File: config.mk
export PLATFORM = sky130hd
export DESIGN_NAME = quad_encoder_gen_flat
export DESIGN_NICKNAME = d
export VERILOG_FILES = /design/src/rtl/quad_encoder_gen_if.sv /design/src/rtl/quad_encoder_gen.sv /design/src/flat_wrapper.sv
export SDC_FILE = /design/constraint.sdc
export NUM_CORES = 1
export LEC_CHECK = 0
export CORE_UTILIZATION = 52
export CTS_CLUSTER_SIZE = 12
export DETAILED_ROUTE_END_ITERATION = 10
export GPL_TIMING_DRIVEN = 0
export PLACE_DENSITY_LB_ADDON = 0.08
export SYNTH_ARGS = -nofsm -noshare
export SYNTH_HDL_FRONTEND = slang
export SYNTH_SLANG_ARGS = --single-unit
File: constraint.sdc
create_clock -name clk -period 3.3 [get_ports clk]
set_clock_uncertainty 0.1 [all_clocks]
set_input_delay 0.495 -clock clk [delete_from_list [all_inputs] [get_ports clk]]
set_output_delay 0.495 -clock clk [all_outputs]
set_load 0.01 [all_outputs]
File: src/rtl/quad_encoder_gen_if.sv
// Command/status bundle for quad_encoder_gen.
// Optional index output is present when QUAD_GEN_INDEX_EN is defined.
interface quad_encoder_gen_if #(
  parameter int unsigned PERIOD_W = 16
);
  logic                cmd_valid;
  logic                cmd_ready;
  logic [31:0]         cmd_steps;
  logic [PERIOD_W-1:0] cmd_period;
  logic                abort;
  logic                quadA;
  logic                quadB;
`ifdef QUAD_GEN_INDEX_EN
  logic                quadZ;
`endif
  logic [31:0]         position;
  logic                busy;
  logic                done;

`ifdef QUAD_GEN_INDEX_EN
  modport master (
    output cmd_valid, cmd_steps, cmd_period, abort,
    input  cmd_ready, quadA, quadB, quadZ, position, busy, done
  );
  modport slave (
    input  cmd_valid, cmd_steps, cmd_period, abort,
    output cmd_ready, quadA, quadB, quadZ, position, busy, done
  );
`else
  modport master (
    output cmd_valid, cmd_steps, cmd_period, abort,
    input  cmd_ready, quadA, quadB, position, busy, done
  );
  modport slave (
    input  cmd_valid, cmd_steps, cmd_period, abort,
    output cmd_ready, quadA, quadB, position, busy, done
  );
`endif
endinterface

File: src/rtl/quad_encoder_gen.sv
// Quadrature signal generator: turns signed step commands into A/B edges
// spaced a programmable number of clocks apart. Each edge is one count, and
// A/B are derived from position[1:0] so direction changes are glitch-free.
// Optional index output (quadZ, high while the index counter is 0) is built
// when QUAD_GEN_INDEX_EN is defined.
module quad_encoder_gen #(
  parameter int unsigned PERIOD_W = 16,
  parameter int unsigned CPR      = 2048
) (
  input  logic            clk,
  input  logic            rst,
  quad_encoder_gen_if.slave bus
);

  localparam int unsigned IDX_W = (CPR > 1) ? $clog2(CPR) : 1;

  typedef enum logic [1:0] {
    S_IDLE = 2'd0,
    S_RUN  = 2'd1,
    S_DONE = 2'd2
  } state_t;

  // Elaboration guard: index counter needs at least one full A/B cycle.
  if (CPR < 4) begin : g_cpr_check
    $error("quad_encoder_gen: CPR must be >= 4");
  end

  state_t              r_state;
  logic                r_dir;        // 1 = counting down
  logic [31:0]         r_remaining;
  logic [PERIOD_W-1:0] r_per;
  logic [PERIOD_W-1:0] r_timer;
  logic [31:0]         r_pos;
  logic                r_a;
  logic                r_b;
  logic                r_busy;
  logic                r_done;
  logic                r_ready;
`ifdef QUAD_GEN_INDEX_EN
  logic [IDX_W-1:0]    r_idx;
  logic                r_z;
  logic [IDX_W-1:0]    w_idx_next;
`endif

  logic [31:0]         w_steps_u;
  logic [31:0]         w_abs;
  logic [PERIOD_W-1:0] w_per;
  logic [31:0]         w_pos_next;

  // Command decode: magnitude, direction and clamped period.
  always_comb begin
    w_steps_u = bus.cmd_steps;
    w_abs     = w_steps_u[31] ? (~w_steps_u + 32'd1) : w_steps_u;
    w_per     = (bus.cmd_period == '0) ? PERIOD_W'(1) : bus.cmd_period;
    w_pos_next = r_dir ? (r_pos - 32'd1) : (r_pos + 32'd1);
  end

`ifdef QUAD_GEN_INDEX_EN
  localparam logic [IDX_W-1:0] IDX_MAX = IDX_W'(CPR - 1);

  // Index counter next value, wrapping at 0 and CPR-1.
  always_comb begin
    w_idx_next = r_idx;
    if (r_dir) begin
      w_idx_next = (r_idx == '0) ? IDX_MAX : (r_idx - IDX_W'(1));
    end else begin
      w_idx_next = (r_idx == IDX_MAX) ? '0 : (r_idx + IDX_W'(1));
    end
  end
`endif

  // Control FSM with registered outputs; edges are emitted in RUN.
  always_ff @(posedge clk or posedge rst) begin
    if (rst) begin
      r_state     <= S_IDLE;
      r_dir       <= 1'b0;
      r_remaining <= '0;
      r_per       <= PERIOD_W'(1);
      r_timer     <= '0;
      r_pos       <= '0;
      r_a         <= 1'b0;
      r_b         <= 1'b0;
      r_busy      <= 1'b0;
      r_done      <= 1'b0;
      r_ready     <= 1'b1;
`ifdef QUAD_GEN_INDEX_EN
      r_idx       <= '0;
      r_z         <= 1'b1;
`endif
    end else begin
      case (r_state)
        S_IDLE: begin
          r_done <= 1'b0;
          if (bus.cmd_valid) begin
            r_dir       <= w_steps_u[31];
            r_remaining <= w_abs;
            r_per       <= w_per;
            r_timer     <= w_per - PERIOD_W'(1);
            r_ready     <= 1'b0;
            if (w_abs == 32'd0) begin
              r_state <= S_DONE;
              r_done  <= 1'b1;
            end else begin
              r_state <= S_RUN;
              r_busy  <= 1'b1;
            end
          end
        end

        S_RUN: begin
          if (bus.abort) begin
            // Abort wins over an edge due in the same cycle.
            r_state <= S_DONE;
            r_busy  <= 1'b0;
            r_done  <= 1'b1;
          end else if (r_timer == '0) begin
            r_pos       <= w_pos_next;
            r_a         <= w_pos_next[1] ^ w_pos_next[0];
            r_b         <= w_pos_next[1];
`ifdef QUAD_GEN_INDEX_EN
            r_idx       <= w_idx_next;
            r_z         <= (w_idx_next == '0);
`endif
            r_remaining <= r_remaining - 32'd1;
            r_timer     <= r_per - PERIOD_W'(1);
            if (r_remaining == 32'd1) begin
              r_state <= S_DONE;
              r_busy  <= 1'b0;
              r_done  <= 1'b1;
            end
          end else begin
            r_timer <= r_timer - PERIOD_W'(1);
          end
        end

        S_DONE: begin
          r_done  <= 1'b0;
          r_ready <= 1'b1;
          r_state <= S_IDLE;
        end

        default: begin
          r_state <= S_IDLE;
          r_busy  <= 1'b0;
          r_done  <= 1'b0;
          r_ready <= 1'b1;
        end
      endcase
    end
  end

  assign bus.cmd_ready = r_ready;
  assign bus.quadA     = r_a;
  assign bus.quadB     = r_b;
  assign bus.position  = r_pos;
  assign bus.busy      = r_busy;
  assign bus.done      = r_done;
`ifdef QUAD_GEN_INDEX_EN
  assign bus.quadZ     = r_z;
`endif

endmodule

File: src/flat_wrapper.sv
// flat-port wrapper written by rule: the top's interface ports become plain ports
module quad_encoder_gen_flat 
#(
  parameter int unsigned PERIOD_W = 16,
  parameter int unsigned CPR      = 2048
)
  (clk, rst, bus_cmd_valid, bus_cmd_steps, bus_cmd_period, bus_abort, bus_cmd_ready, bus_quadA, bus_quadB, bus_position, bus_busy, bus_done);
  quad_encoder_gen_if #(.PERIOD_W(PERIOD_W)) bus_i ();
  input  logic clk;
  input  logic rst;
  input wire logic [$bits(bus_i.cmd_valid)-1:0] bus_cmd_valid;
  input wire logic [$bits(bus_i.cmd_steps)-1:0] bus_cmd_steps;
  input wire logic [$bits(bus_i.cmd_period)-1:0] bus_cmd_period;
  input wire logic [$bits(bus_i.abort)-1:0] bus_abort;
  output wire logic [$bits(bus_i.cmd_ready)-1:0] bus_cmd_ready;
  output wire logic [$bits(bus_i.quadA)-1:0] bus_quadA;
  output wire logic [$bits(bus_i.quadB)-1:0] bus_quadB;
  output wire logic [$bits(bus_i.position)-1:0] bus_position;
  output wire logic [$bits(bus_i.busy)-1:0] bus_busy;
  output wire logic [$bits(bus_i.done)-1:0] bus_done;
  assign bus_i.cmd_valid = bus_cmd_valid;
  assign bus_i.cmd_steps = bus_cmd_steps;
  assign bus_i.cmd_period = bus_cmd_period;
  assign bus_i.abort = bus_abort;
  assign bus_cmd_ready = bus_i.cmd_ready;
  assign bus_quadA = bus_i.quadA;
  assign bus_quadB = bus_i.quadB;
  assign bus_position = bus_i.position;
  assign bus_busy = bus_i.busy;
  assign bus_done = bus_i.done;
  quad_encoder_gen #(.PERIOD_W(PERIOD_W), .CPR(CPR)) u_core (.clk(clk), .rst(rst), .bus(bus_i));
endmodule
==> flow_summary.yaml <==
outcome:
  outcome: "finished, final reports clean"
clock_tree:
  cts_hold_buf: 0
  htree_num_levels: 3
  cts_buffers: 9
  root_buffer: "clkbuf_16"
  cts_sinks: 103
  cts_tree: "done"
  clock_latency_ns: 0.36
  cts_max_path_buffers: 2
  clk_pin_slew_worst_paths_ns: 0.08
placed_design:
  portBuffers: 83
  dp_hpwl_um: 16780
  gp_congestion: 0.9679
global_route:
  grt_max_degree: 56
  busiest_layer: "met2"
  grt_util_met2_pct: 47.77
  grt_pass1_vias: 7529
  grt_use_total_pct: 30.47
  antenna_found_initial: 0
  grt_pass1_wl_um: 38960
  use_met1_pct: 42.96
  grt_use_met3_pct: 4.630
  grt.overflow.total: 0
timing:
  finalSetupTns_ns: 0
  fmax_mhz: 310.1
  worstMarginPinSlew_ns: 0.9034
  slew_viol_final: 0
  hold_violations: 0
  maxSlewHeadroom_pct: 39.37
  setup_viol: 0
  holdWs_ns: 0.3742
  period_minus_slack_ns: 3.225
  fin_crit_sh_pct: 97.74
floorplan:
  core_area_um2: 14750
  die_width_um: 126.0
  die_area_um2: 15870
  die_h_um: 126.0
  rows: 44
  io_pins: 89
  start_util_pct: 54.16
run:
  maxCapViolCount: 0
cells_and_area:
  antenna_cells_inserted: 0
  areaGrowthSynthToFinish_pct: 20.82
  nets: 1177
  layout_common_cells: "nand2_1, o21ai_0, dfrtp_1"
  layout_commonest_cell: "nand2_1"
  final_layout_size_suffix_gt1_share_pct: 9.415
setup_path:
  r2r-start: "u_core.r_dir$_DFFE_PP0P_"
  cp_max_fo: 10
  critPathRequiredTime_ns: 3.50
  endpoint_kind: "flip-flop"
  r2r-end: "u_core.bus.position[31]$_DFFE_PP0P_"
  critPathKind: "input pin to flip-flop"
  crit_end: "u_core.bus.done$_DFFE_PP0P_"
  worstPathArrival_ns: 3.43
  startpoint: "bus_cmd_steps[11]"
  startpoint_type: "input pin"
  r2r_setup_slack_ns: 0.09
  rr_worst_depth: 9
logic_synthesis:
  synthFlopType: "dfrtp_1"
  ys_ff_latch: 103
  synth.largest_area_cell: "dfrtp_1"
  synthCells: 984
  ys_types: 75
  syn-num-nets: 1072
  synth_area_leaders: "dfrtp_1, o21ai_0, nand2_1"
  yosysTopAreaCellShare_pct: 31.63
  yosysWarnings: 0
  synth-async-reset-ratio_pct: 100.0
  syn_area_per_cell_um2: 8.121
  seq_area_frac_synth_pct: 32.28
  syn_area_um2: 7991
  synth_edf_count: 0
power:
  max-vdd-ir-drop_mv: 0.3227
  leakage_nw: 3.764
  clkPwrFrac_pct: 15.1
  swShare_pct: 45.21
  intPower_w: 0.003775
  power_density_nw_per_um2: 713.6
  comb_power_share_pct: 52.3
  total_power_w: 0.006890
  seq_power_share_pct: 32.6
  switching_power_w: 0.003115
routing:
  dr.first_iter.drc_count: 717
  routedWlPerCell_um: 18.24
  drtPass1Iterations: 6
  drc_errors: 0
  ant_nets: 0
  vias: 8049
  drt-total-wl_um: 23310
  vias_per_cell: 6.298
worst_hold_path:
  hold_class: "flip-flop to flip-flop"
[stage by stage]
step	instance area (µm²)	std cells	utilization (%)	setup slack [ns]
final	9656	1278	65.44	0.07473
after global routing	9656	1278	65.44	-0.04769
after CTS	9523	1278	64.54	0.001859
after detailed placement	9084	1252	61.57	-1.247
after global placement	9054	1251	61.36	-1.701
after floorplan	7993	984	-	-0.1626
[how the worst min path moves through the flow]
stage / start / to / depth (start not counted)
after floorplan: u_core.r_remaining[21]$_DFFE_PP0P_ / u_core.r_remaining[21]$_DFFE_PP0P_ / 2
after global placement: u_core.bus.position[31]$_DFFE_PP0P_ / u_core.bus.position[31]$_DFFE_PP0P_ / 1
after detailed placement: u_core.bus.position[31]$_DFFE_PP0P_ / u_core.bus.position[31]$_DFFE_PP0P_ / 1
after CTS: u_core.bus.position[31]$_DFFE_PP0P_ / u_core.bus.position[31]$_DFFE_PP0P_ / 1
after global routing: u_core.bus.position[31]$_DFFE_PP0P_ / u_core.bus.position[31]$_DFFE_PP0P_ / 1
final: u_core.bus.position[31]$_DFFE_PP0P_ / u_core.bus.position[31]$_DFFE_PP0P_ / 1
[registers in the layout (all words and copies together) (netlist names)]
name	flops
u_core.bus.done	1
u_core.bus.position	32
u_core.r_remaining	32
u_core.bus.cmd_ready	1
u_core.bus.quadA	1
u_core.bus.busy	1
u_core.r_timer	16
u_core.r_dir	1
u_core.r_per	16
u_core.r_state	2
[cell type report]
type	instances	area [µm²]
multi-input cells	815	5304
fillers	1285	5099
flip-flops and latches	103	2587
repair buffers	95	959.7
clock buffers	11	242.7
plain buffers	51	237.7
well taps	184	230.2
inverters	14	55.05
clock inverters	5	38.79
[timing repair]
item	4_1_cts	5_1_grt
setup buffers	10	1
resized for setup	25	39
pin swaps	3	6
endpoints found under the setup margin	29	24
[critical path, stage by stage]
cell	delay, ns
clkdlybuf4s50_1	0.60
nor2_4	0.24
nand4_1	0.21
buf_4	0.24
o31ai_2	0.27
xnor2_1	0.16
a311o_1	0.30
a2111o_1	0.49
o31ai_2	0.25
o21a_1	0.16
[power by group through the flow]
stage                     clock, W  combinational [W]  sequential, W
after floorplan                  0            0.00251        0.00214
after detailed placement         0            0.00340        0.00226
after global routing       0.00112            0.00400        0.00232
after global placement           0            0.00334        0.00226
final                      0.00104            0.00360        0.00225
after CTS                  0.00107            0.00350        0.00222
[cells in the mapped netlist (all sizes together) (12+ instances only)]
master and n:
inv 14, o21ai 106, nand2b 13, nor3 22, nand3 19, a211oi 13
o22a 12, nor2 89, nand4 14, a21oi 88, a31oi 12, xnor2 36
ha 35, clkbuf 39, dfrtp 101, xor2 29, nand2 120, o31ai 21
nor4 22, buf 13, mux2 18
[cells by family (layout without fill, tap and decap cells)]
family	count (synthesis)	count (layout)	synth area share (%)
and+or+nand+nor	360	360	22.73
buffers and inverters	66	176	3.335
AOI/OAI and AO/OA	334	334	26.01
DFF	103	103	32.28
muxes	20	20	2.787
xor gates and xnor gates	65	65	7.124
adders and majority gates	36	36	5.730
[metal layers]
| metal | wire, µm | vias up | part of all wire, % |
|---|---|---|---|
| li1 | - | 3877 | - |
| met1 | 10840 | 3790 | 47 |
| met2 | 10490 | 340 | 45 |
| met3 | 1477 | 42 | 6.3 |
| met4 | 503 | 0 | 2.2 |
| met5 | 0 | - | 0 |
No activity file was read; power rests on OpenSTA's default activity.
